==> config.mk <==
export PLATFORM = sky130hd
export DESIGN_NAME = rob_retire
export DESIGN_NICKNAME = d
export VERILOG_FILES = /design/src/rtl/rob_retire.sv
export SDC_FILE = /design/constraint.sdc
export NUM_CORES = 1
export LEC_CHECK = 0
export CORE_MARGIN = 1
export CORE_UTILIZATION = 45
export CTS_CLUSTER_DIAMETER = 150
export DETAILED_ROUTE_END_ITERATION = 10
export SLEW_MARGIN = 20
export SYNTH_ARGS = -nofsm -noshare
export SYNTH_HDL_FRONTEND = slang
export SYNTH_SLANG_ARGS = --single-unit
export TNS_END_PERCENT = 50
==> constraint.sdc <==
create_clock -name clk -period 10 [get_ports clk]
set_input_delay 2.5 -clock clk [delete_from_list [all_inputs] [get_ports clk]]
set_output_delay 2.5 -clock clk [all_outputs]
set_load 0.03 [all_outputs]
==> src/rtl/rob_retire.sv <==
// ---------------------------------------------------------------------------
// rob_retire
//
// Reorder buffer with an in-order, dual-wide retire engine.
// Dispatch allocates up to two entries per cycle at the tail. Three
// functional units mark entries complete by index. Up to two completed
// entries retire per cycle from the head, in program order. Each retired
// entry returns its stale physical register to the free pool.
//
// Optional build macro:
//   ROB_RETIRE_CHECK_EN - adds a sticky `err` output flagging protocol misuse.
//
// Ports:
//   clk, rst_n                   clock, asynchronous active-low reset
//   alloc_valid_1/2              dispatch requests (slot 2 is younger)
//   alloc_rd_1/2                 architectural destination
//   alloc_pd_1/2                 newly mapped physical destination
//   alloc_old_pd_1/2             previous mapping, freed at retire
//   alloc_ready                  at least two entries free
//   alloc_idx_1/2                indices granted to slot 1 / slot 2
//   cmp_valid_0..2, cmp_idx_0..2 completions from FU 0..2
//   ret_valid_1/2                registered retire pulses (slot 1 older)
//   ret_rd_1/2, ret_pd_1/2       retired destination mapping
//   free_valid_1/2, free_pd_1/2  physical register released to free pool
//   err                          sticky misuse flag (ROB_RETIRE_CHECK_EN only)
//   count                        occupied entries, 0..ROB_DEPTH
// ---------------------------------------------------------------------------
module rob_retire #(
    parameter int ROB_DEPTH = 16,
    parameter int IDX_W     = 4,
    parameter int AREG_W    = 5,
    parameter int PREG_W    = 6
) (
    input  logic              clk,
    input  logic              rst_n,
    input  logic              alloc_valid_1,
    input  logic              alloc_valid_2,
    input  logic [AREG_W-1:0] alloc_rd_1,
    input  logic [AREG_W-1:0] alloc_rd_2,
    input  logic [PREG_W-1:0] alloc_pd_1,
    input  logic [PREG_W-1:0] alloc_pd_2,
    input  logic [PREG_W-1:0] alloc_old_pd_1,
    input  logic [PREG_W-1:0] alloc_old_pd_2,
    output logic              alloc_ready,
    output logic [IDX_W-1:0]  alloc_idx_1,
    output logic [IDX_W-1:0]  alloc_idx_2,
    input  logic              cmp_valid_0,
    input  logic              cmp_valid_1,
    input  logic              cmp_valid_2,
    input  logic [IDX_W-1:0]  cmp_idx_0,
    input  logic [IDX_W-1:0]  cmp_idx_1,
    input  logic [IDX_W-1:0]  cmp_idx_2,
    output logic              ret_valid_1,
    output logic              ret_valid_2,
    output logic [AREG_W-1:0] ret_rd_1,
    output logic [AREG_W-1:0] ret_rd_2,
    output logic [PREG_W-1:0] ret_pd_1,
    output logic [PREG_W-1:0] ret_pd_2,
    output logic              free_valid_1,
    output logic              free_valid_2,
    output logic [PREG_W-1:0] free_pd_1,
    output logic [PREG_W-1:0] free_pd_2,
`ifdef ROB_RETIRE_CHECK_EN
    output logic              err,
`endif
    output logic [IDX_W:0]    count
);

    localparam int               CNT_W     = IDX_W + 1;
    localparam logic [IDX_W-1:0] IDX_ONE   = IDX_W'(1);
    localparam logic [CNT_W-1:0] READY_MAX = CNT_W'(ROB_DEPTH - 2);

    // Control state
    logic [IDX_W-1:0]     head;
    logic [IDX_W-1:0]     tail;
    logic [CNT_W-1:0]     count_q;
    logic [ROB_DEPTH-1:0] valid_q;
    logic [ROB_DEPTH-1:0] cmpl_q;

    // Payload storage (no reset; only meaningful where valid_q is set)
    logic [AREG_W-1:0] rd_mem     [ROB_DEPTH];
    logic [PREG_W-1:0] pd_mem     [ROB_DEPTH];
    logic [PREG_W-1:0] old_pd_mem [ROB_DEPTH];

    logic [IDX_W-1:0]     head_p1;
    logic [IDX_W-1:0]     tail_p1;
    logic                 do_a1;
    logic                 do_a2;
    logic                 r1;
    logic                 r2;
    logic [CNT_W-1:0]     n_alloc;
    logic [CNT_W-1:0]     n_ret;
    logic [CNT_W-1:0]     count_nxt;
    logic [ROB_DEPTH-1:0] valid_nxt;
    logic [ROB_DEPTH-1:0] cmpl_nxt;

    assign head_p1     = head + IDX_ONE;
    assign tail_p1     = tail + IDX_ONE;
    assign alloc_idx_1 = tail;
    assign alloc_idx_2 = tail_p1;
    assign count       = count_q;

    // Readiness looks only at registered occupancy; a retire in the same
    // cycle does not make room early.
    assign alloc_ready = (count_q <= READY_MAX);

    // Slot 2 is only honoured behind slot 1 so entries stay contiguous.
    assign do_a1 = alloc_ready && alloc_valid_1;
    assign do_a2 = do_a1 && alloc_valid_2;

    // Second retire requires the first, so nothing passes an incomplete head.
    assign r1 = valid_q[head] && cmpl_q[head];
    assign r2 = r1 && valid_q[head_p1] && cmpl_q[head_p1];

    assign n_alloc   = CNT_W'(do_a1) + CNT_W'(do_a2);
    assign n_ret     = CNT_W'(r1) + CNT_W'(r2);
    assign count_nxt = count_q + n_alloc - n_ret;

    // Ordering matters: completions land first, retire clears override them
    // (completion to a retiring entry is a no-op), and allocations touch only
    // entries that were free before the edge, so they never collide with
    // retiring ones.
    always_comb begin
        valid_nxt = valid_q;
        cmpl_nxt  = cmpl_q;
        if (cmp_valid_0 && valid_q[cmp_idx_0]) cmpl_nxt[cmp_idx_0] = 1'b1;
        if (cmp_valid_1 && valid_q[cmp_idx_1]) cmpl_nxt[cmp_idx_1] = 1'b1;
        if (cmp_valid_2 && valid_q[cmp_idx_2]) cmpl_nxt[cmp_idx_2] = 1'b1;
        if (r1) begin
            valid_nxt[head] = 1'b0;
            cmpl_nxt[head]  = 1'b0;
        end
        if (r2) begin
            valid_nxt[head_p1] = 1'b0;
            cmpl_nxt[head_p1]  = 1'b0;
        end
        if (do_a1) begin
            valid_nxt[tail] = 1'b1;
            cmpl_nxt[tail]  = 1'b0;
        end
        if (do_a2) begin
            valid_nxt[tail_p1] = 1'b1;
            cmpl_nxt[tail_p1]  = 1'b0;
        end
    end

    always_ff @(posedge clk or negedge rst_n) begin
        if (!rst_n) begin
            head    <= '0;
            tail    <= '0;
            count_q <= '0;
            valid_q <= '0;
            cmpl_q  <= '0;
        end else begin
            head    <= head + IDX_W'(n_ret);
            tail    <= tail + IDX_W'(n_alloc);
            count_q <= count_nxt;
            valid_q <= valid_nxt;
            cmpl_q  <= cmpl_nxt;
        end
    end

    always_ff @(posedge clk) begin
        if (do_a1) begin
            rd_mem[tail]     <= alloc_rd_1;
            pd_mem[tail]     <= alloc_pd_1;
            old_pd_mem[tail] <= alloc_old_pd_1;
        end
        if (do_a2) begin
            rd_mem[tail_p1]     <= alloc_rd_2;
            pd_mem[tail_p1]     <= alloc_pd_2;
            old_pd_mem[tail_p1] <= alloc_old_pd_2;
        end
    end

    // Retire output stage: reflects entries retired at the preceding edge.
    // Writes to x0 and zero stale mappings never release a register.
    always_ff @(posedge clk or negedge rst_n) begin
        if (!rst_n) begin
            ret_valid_1  <= 1'b0;
            ret_valid_2  <= 1'b0;
            ret_rd_1     <= '0;
            ret_rd_2     <= '0;
            ret_pd_1     <= '0;
            ret_pd_2     <= '0;
            free_valid_1 <= 1'b0;
            free_valid_2 <= 1'b0;
            free_pd_1    <= '0;
            free_pd_2    <= '0;
        end else begin
            ret_valid_1  <= r1;
            ret_valid_2  <= r2;
            ret_rd_1     <= r1 ? rd_mem[head]        : '0;
            ret_rd_2     <= r2 ? rd_mem[head_p1]     : '0;
            ret_pd_1     <= r1 ? pd_mem[head]        : '0;
            ret_pd_2     <= r2 ? pd_mem[head_p1]     : '0;
            free_pd_1    <= r1 ? old_pd_mem[head]    : '0;
            free_pd_2    <= r2 ? old_pd_mem[head_p1] : '0;
            free_valid_1 <= r1 && (rd_mem[head] != '0) && (old_pd_mem[head] != '0);
            free_valid_2 <= r2 && (rd_mem[head_p1] != '0) && (old_pd_mem[head_p1] != '0);
        end
    end

`ifdef ROB_RETIRE_CHECK_EN
    logic err_set;

    always_comb begin
        err_set = 1'b0;
        if ((alloc_valid_1 || alloc_valid_2) && !alloc_ready) err_set = 1'b1;
        if (alloc_valid_2 && !alloc_valid_1)                  err_set = 1'b1;
        if (cmp_valid_0 && (!valid_q[cmp_idx_0] || cmpl_q[cmp_idx_0])) err_set = 1'b1;
        if (cmp_valid_1 && (!valid_q[cmp_idx_1] || cmpl_q[cmp_idx_1])) err_set = 1'b1;
        if (cmp_valid_2 && (!valid_q[cmp_idx_2] || cmpl_q[cmp_idx_2])) err_set = 1'b1;
    end

    always_ff @(posedge clk or negedge rst_n) begin
        if (!rst_n) begin
            err <= 1'b0;
        end else if (err_set) begin
            err <= 1'b1;
        end
    end
`endif

endmodule

After elaboration in Yosys (flattened, before gate mapping)
Memories as Yosys holds them, arrays and structs flattened.
Cells that the tools add are included.
W data, S select, Z words.
{ "totals": {"reg_bits": 83, "ram_bits": 272, "out_inout_bits": 52, "n_memories": 3} }
{ "classes": {"addsub": 8, "order_cmp": 15, "mux": 49, "bitwise": 15, "reduce_logical": 23} }
{ "mem_list": {"columns": ["memory", "depth", "width", "read_ports", "rd_ports_with_merged_regs", "wr", "line_no", "rtl"], "rows": [
  ["old_pd_mem", 16, 6, 2, 0, 2, "83", "logic [PREG_W-1:0] old_pd_mem [ROB_DEPTH];"],
  ["pd_mem", 16, 6, 2, 0, 2, "82", "logic [PREG_W-1:0] pd_mem [ROB_DEPTH];"],
  ["rd_mem", 16, 5, 2, 0, 2, "81", "logic [AREG_W-1:0] rd_mem [ROB_DEPTH];"]
]} }
{ "ops": {"columns": ["cell", "count"], "rows": [
  ["$mux W16", 11],
  ["$and A16 B16 Y16", 6],
  ["$or A16 B16 Y16", 5],
  ["$not A16 Y16", 4],
  ["$lt A4 B5 Y1 const B", 7],
  ["$bmux W1 S4", 7],
  ["$demux W1 S4", 7],
  ["$ge A4 B1 Y1 const B", 7],
  ["$mux W6", 4],
  ["$logic_and A1 B1 Y1", 19],
  ["$mux W1", 18],
  ["$reduce_bool A6 Y1", 2],
  ["$mux W5", 2],
  ["$reduce_bool A5 Y1", 2],
  ["$add A4 B1 Y4 const B", 2],
  ["$add A4 B2 Y4", 2],
  ["$add A5 B2 Y5", 1],
  ["$le A5 B4 Y1 const B", 1],
  ["$sub A5 B2 Y5", 1],
  ["$add A1 B1 Y2", 2]
]} }

Logic depth before layout (Yosys ltp)
Gate-level depths: netlist of the first run.
{ "depth": {"ltp_word": 18, "mapped_depth": 20, "ltp_nobuf": 17} }

Worst setup path after synthesis of the first run
OpenSTA, ideal clock, no wires.
{ "synth_path": {"kind": "input to register", "startpoint": "in alloc_valid_1", "endpoint": "mem old_pd_mem[11][0], enable pin", "setup_ns": 0.425, "t_arrival_ns": 4.089, "required_time_ns": 9.575, "slack_ns": 5.487, "path_stages": 2, "path_cell_list": "nand2_1 > o32ai_1"} }
{ "synth_rtl": {"columns": ["item", "line_no", "rtl"], "rows": [
  ["start, declared", "36", "input logic alloc_valid_1,"],
  ["end, declared", "83", null]
]} }

Worst setup path after layout of the first run
{ "layout_path": {"startpoint": "reg head[0]", "endpoint": "reg count_q[4], in the netlist count[4]"} }
{ "layout_between": {"elab_chain_cells": 7} }
{ "layout_lines": {"columns": ["item", "line_no", "rtl"], "rows": [
  ["start, declared", "74", "logic [IDX_W-1:0] head;"],
  ["start signal, assigned", "155", "head <= head + IDX_W'(n_ret);"],
  ["$add A4 B1 Y4 or $bmux W1 S4 (tied branches)", "97, 112", null],
  ["$bmux W1 S4 or $mux W1 (tied branches)", "113, 112", null],
  ["$mux W1 (implied by the code) or $logic_and A1 B1 Y1 (tied branches)", "113, 112", null],
  ["$logic_and A1 B1 Y1 (2 in a row)", "113", "assign r2 = r1 && valid_q[head_p1] && cmpl_q[head_p1];"],
  ["$add A1 B1 Y2 (*)", "116", "assign n_ret = CNT_W'(r1) + CNT_W'(r2);"],
  ["$sub A5 B2 Y5 (*)", "117", "assign count_nxt = count_q + n_alloc - n_ret;"],
  ["named net count_nxt[4]", "93", "logic [CNT_W-1:0] count_nxt;"],
  ["end signal, assigned", "157", "count_q <= count_nxt;"],
  ["end, declared", "76", "logic [CNT_W-1:0] count_q;"]
]} }
The timed path passes the listed nets; every way through them passes the cells marked *. The select of a mux whose other input is x is not followed.

==> results of run 1 <==
-- sequential cells by signal (all words and copies together) (netlist names), 4 cells and up --
| register | count |
|---|---|
| free_pd_1 | 6 |
| head | 4 |
| ret_pd_1 | 6 |
| ret_rd_2 | 5 |
| ret_pd_2 | 6 |
| old_pd_mem | 96 |
| valid_q | 16 |
| count | 5 |
| ret_rd_1 | 5 |
| free_pd_2 | 6 |
| rd_mem | 80 |
| pd_mem | 96 |
| alloc_idx_1 | 4 |
| cmpl_q | 16 |
-- worst paths after layout --
path / depth (start not counted) / start / end
hold / removal: 1 / valid_q[15] / valid_q[15]
setup reg to reg: 14 / head[0] / count[4]
max in group asynchronous: 2 / rst_n / head[0]
hold reg to reg: 1 / valid_q[15] / valid_q[15]
setup / recovery: 14 / head[0] / count[4]
min in group asynchronous: 1 / rst_n / valid_q[0]
-- cells in the final DEF, fill, tap and decap left out, types with 6 or more instances in the layout --
| cell type | instances |
|---|---|
| a21o_1 | 24 |
| o22ai_1 | 13 |
| nor2b_1 | 16 |
| dfrtp_1 | 81 |
| a221oi_1 | 8 |
| mux2_2 | 274 |
| bufinv_16 | 7 |
| nand3b_1 | 12 |
| edfxtp_1 | 272 |
| a21oi_1 | 7 |
| clkbuf_1 | 6 |
| buf_4 | 40 |
| a22o_1 | 8 |
| nor2_2 | 6 |
| clkbuf_16 | 43 |
| a22oi_1 | 16 |
| mux4_2 | 176 |
| nor3b_1 | 17 |
| clkdlybuf4s50_1 | 103 |
| clkinv_1 | 8 |
| clkinv_2 | 12 |
| ha_1 | 24 |
| xnor2_1 | 8 |
| and2_1 | 19 |
| mux2i_1 | 10 |
| nor2_1 | 32 |
| inv_1 | 25 |
| nand2_1 | 43 |
| nand3_1 | 15 |
| nor3_1 | 17 |
-- routing by layer --
metal | up-vias | GRT usage, %
li1 | 5330 | -
met1 | 6785 | 36.3
met2 | 512 | 44.6
met3 | 80 | 4.13
met4 | 0 | 6.38
met5 | - | 0
-- layout make-up --
type	count	share of cell area, %
clock inverters	28	1.33
inverters	28	0.470
flip-flops and latches	355	43.7
multi-input cells	798	40.9
repair buffers	143	5.68
well taps	592	3.16
clock buffers	49	4.69
-- where the power goes --
part,switching [mW],internal [mW]
sequential,0.235,1.86
combinational,1.66,1.49
clock,0.622,0.966
total,2.51,4.32
-- kinds of logic (layout without fill, tap and decap cells) --
family,count (synthesis),count (layout),share of synthesized area [%]
multiplexers,460,460,35.3
flip-flops,355,355,50.5
AND/OR/NAND/NOR,197,197,5.39
buffers and inverters,132,248,2.68
AO/OA/AOI/OAI,101,101,3.68
adder cells (fa/ha/maj),29,29,1.94
XOR/XNOR,11,11,0.512
-- worst reg2reg max path, cell delays in order (launching register included) --
cell	delay, ns
dfrtp_4	0.79
clkinv_1	0.52
ha_4	0.69
inv_2	0.16
mux4_2	0.44
mux2_2	0.35
nor2b_1	0.18
a211oi_4	0.28
ha_1	0.31
fa_1	0.50
fa_1	0.48
inv_1	0.07
a21o_1	0.11
a21oi_1	0.07
xnor2_1	0.12
==> results.cfg, run 1 <==
[outcome]
status = finished clean

[clock_network]
cts_resized = 0
hold_buffers = 0
clk_latency_ns = 0.57
cts_max_level = 2
post-cts-setup-buffers = 0
cts.sink_count = 355
cts-root-buf = clkbuf_16
numCtsBuffers = 42
cts.clk_slew.worst_paths_ns = 0.05
cts_tree = yes
cts.path.max_buffers = 3

[placed_design]
postPlaceCellArea_sq_mm = 0.0220
io_buffers = 104
place_ws_ns = 3.99
place_inst = 1916
place_congestion = 0.893
hpwl_mm = 37.2

[drt]
avgViaCountPerCell = 6.38
ant_nets = 0
firstDrtPassIters = 7
wl_met3_mm = 3.74
routed_wl_mm = 59.9
routed.top_layer = met4
drc = 0
via_count = 12707
met1_length_mm = 25.3
drt_iter0_drc = 1186
wl_met2_mm = 29.8
routedWlPerCell_um = 30.1

[setup_path]
rrSetupSlack_ns = 4.81
critPathKind = register to register
path_max_fanout = 35
max_stage_delay_ns = 0.79
slowest_stage = dfrtp_4
critPathBufInv = 3
cp_top_family = adder cells
end_kind = register
cp-start-kind = register
crit_chain = clkinv_1 > ha_4 > inv_2 > mux4_2 > mux2_2 > nor2b_1 > a211oi_4 > ha_1 > fa_1 > fa_1 > inv_1 > a21o_1 > a21oi_1 > xnor2_1
cpMostUsedCell = fa_1
crit_required_ns = 10.45
arrival_ns = 5.64

[sta]
fin_tns_setup_ns = 0
finalCritPeriodShare_pct = 51.9
setup_viol_count_final = 0
finalMaxSlewViolations = 0
rsz0062_at_grt = no
fmax_ghz = 0.193
max_slew_margin_pct = 23.6
final_hold_viol_count = 0
finalClockSkew_ns = 0.0208
setup_slack_ns = 4.81
hold_ws_ns = 0.507
worstMarginPinSlew_ns = 1.14
period_needed_ns = 5.19

[die]
num_rows = 77
core_sq_mm = 0.0443
start_util_pct = 45.8
die-area_sq_mm = 0.0459
die_h_um = 214
die_x_um = 214
num_io_pins = 105

[logic_synthesis]
synth_ff_type = edfxtp_1
ys_types = 52
async_reset_ff_share_pct = 23.4
synth_top_cell_by_area = edfxtp_1
synth.avg_cell_area_sq_um = 15.8
synth_top_area_share_pct = 40.3
synth_nets = 1367
ys_seq_area_share_pct = 50.5
netlist_top_cells_area = edfxtp_1 40%, mux4_2 20%, mux2_2 15%, dfrtp_1 10%, ha_1 1.5%
syn_area_sq_mm = 0.0203
synth_edf_count = 272
syn-instance-count = 1285
synthTopCellsByCount = 274 x mux2_2, 272 x edfxtp_1, 176 x mux4_2
synth.most_common_cell = mux2_2
ys_ff_latch = 355
yosys_warnings = 0

[layout]
area_growth_pct = 15.6
instances_no_fill = 1993
fin_util_pct = 52.9
antenna_cells = 0
fillerInstances = 3717
multi_input_comb_area_sq_mm = 0.00959
regArea_sq_mm = 0.0103
layout-drive-gt1-share_pct = 41.8
stdcell_area_sq_mm = 0.0234
final_nets = 1450

[global_routing]
grt_pass1_wl_mm = 88.8
grt_pass1_vias = 13075
gr-usage-all-layers_pct = 26.5
grt_antenna_before_repair = 0
overflow = 0
grt_max_degree = 61

[power_and_ir_drop]
p_per_area_mw_per_mm2 = 291
leakagePower_nw = 8.11
finalPower_mw = 6.83
peakVddDrop_mv = 0.216

[run]
drv_cap = 0

[hold_path]
min_path_type = register to register
Note: power is estimated with default switching activity, not from simulation.
==> inputs of run 2 (changes only) <==
Clock period 10 ns to 5 ns, I/O delays scaled along.
==> results.cfg, run 2 (synthesis gave the netlist of run 1 again) <==
[layout]
layout_common_cells = 274 x mux2_2, 272 x edfxtp_1, 176 x mux4_2
instances_no_fill = 2000
area_growth_pct = 15.8
stdcell_area_sq_mm = 0.0235
layout_commonest_cell = mux2_2
layout-drive-gt1-share_pct = 41.8
final_nets = 1458
reg_top3 = old_pd_mem (96), pd_mem (96), rd_mem (80)
antenna_cells = 0

[clock_network]
cts-root-buf = clkbuf_16
hold_buffers = 0
post-cts-setup-buffers = 0
cts_resized = 0
cts.path.max_buffers = 3
cts.clk_slew.worst_paths_ns = 0.06
numCtsBuffers = 41
cts.sink_count = 355
clk_latency_ns = 0.59
cts_tree = yes
cts_max_level = 2

[global_routing]
grt_antenna_before_repair = 1
grt_pass1_vias = 13149
overflow = 0
grt_pass1_wl_mm = 91.3
gr-usage-all-layers_pct = 27.6
grt_max_degree = 141

[setup_path]
rr_startpoint = head[0]
critPathKind = register to register
path_max_fanout = 9
rrSetupSlack_ns = 0.73
arrival_ns = 4.73
crit_required_ns = 5.46
reg2reg_to = count[4]
cp-startpoint = head[0]
r2r_cells = 17
critPathCapture = count[4]
cp-start-kind = register
end_kind = register

[die]
die_x_um = 214
num_rows = 77
start_util_pct = 45.8
core_sq_mm = 0.0443
die-area_sq_mm = 0.0459
num_io_pins = 105
die_h_um = 214

[hold_path]
min_path_type = register to register

[sta]
finalCritPeriodShare_pct = 85.4
rsz0062_at_grt = no
fmax_ghz = 0.234
finalClockSkew_ns = 0.0233
fin_tns_setup_ns = 0
period_needed_ns = 4.27
finalMaxSlewViolations = 0
max_slew_margin_pct = 25.3
final_hold_viol_count = 0
setup_viol_count_final = 0
worstMarginPinSlew_ns = 1.12

[drt]
drt_iter0_drc = 1482
routed_wl_mm = 62.5
wl_met2_mm = 30.3
ant_nets = 0
routedWlPerCell_um = 31.3
wl_met3_mm = 5.25
firstDrtPassIters = 7
drc = 0
routed.top_layer = met5
via_count = 12927
avgViaCountPerCell = 6.46
met1_length_mm = 25.5

[power_and_ir_drop]
leakagePower_nw = 8.13
peakVddDrop_mv = 0.571
p_per_area_mw_per_mm2 = 579

[placed_design]
hpwl_mm = 36.9
place_inst = 1925
postPlaceCellArea_sq_mm = 0.0221
io_buffers = 104
place_congestion = 0.897

[outcome]
status = finished clean

[run]
drv_cap = 0
==> run 2: changes by cell type in the layout (fill, tap and decap cells not counted), sizes merged <==
cell and delta:
clkinvlp -1, bufinv -3, clkinv -7, clkbuf +9
buf +9
==> run 2: per-stage QoR <==
step / utilization, % / hold slack (ns) / setup slack (ns) / total power, mW
2_1_floorplan: - / 0.472 / 0.592 / 8.56
3_3_place_gp: 49.9 / 0.485 / 0.792 / 10.5
3_5_place_dp: 49.9 / 0.495 / 0.754 / 10.6
4_1_cts: 53.0 / 0.508 / 0.743 / 13.7
5_1_grt: 53.0 / 0.526 / 0.476 / 14.2
6_report: 53.0 / 0.502 / 0.732 / 13.6
==> run 2: cell type report <==
type	count	area [sq um]
well taps	592	741
inverters	28	110
repair buffers	152	1420
clock inverters	17	209
flip-flops and latches	355	10300
fillers	3735	20800
clock buffers	58	1160
multi-input cells	798	9580
==> run 2: where the power goes <==
group          total (mW)  switching (mW)  leakage (nW)  internal [mW]
clock                3.11            1.28         0.670           1.84
sequential           4.05           0.321          3.49           3.73
combinational        6.44            3.44          3.97           3.01
total                13.6            5.03          8.13           8.57
==> run 2: worst max-delay path, cell delays in order (launching register included) <==
cell and delay, ns:
dfrtp_4 0.45, clkinv_1 0.31, ha_4 0.37, inv_2 0.12
mux4_2 0.52, mux2_2 0.34, nor2b_1 0.18, a211oi_4 0.25
ha_1 0.29, ha_1 0.30, inv_1 0.06, ha_1 0.15
inv_1 0.06, fa_1 0.39, inv_1 0.07, a21o_1 0.10
a21oi_1 0.07, xnor2_1 0.12
==> run 2: layer usage <==
layer	GRT usage [%]	vias to the layer above
li1	-	5355
met1	38.3	6854
met2	44.3	619
met3	5.65	97
met4	7.43	2
met5	0	-
==> run 2: how the worst min path moves through the flow <==
| stage | cells after the start | from | slack [ns] | end |
|---|---|---|---|---|
| 6_report | 1 | valid_q[13] | 0.50 | valid_q[13] |
| 2_1_floorplan | 1 | valid_q[13] | 0.47 | valid_q[13] |
| 3_3_place_gp | 1 | valid_q[14] | 0.49 | valid_q[14] |
| 4_1_cts | 1 | valid_q[13] | 0.51 | valid_q[13] |
| 5_1_grt | 1 | valid_q[13] | 0.53 | valid_q[13] |
| 3_5_place_dp | 1 | valid_q[13] | 0.49 | valid_q[13] |
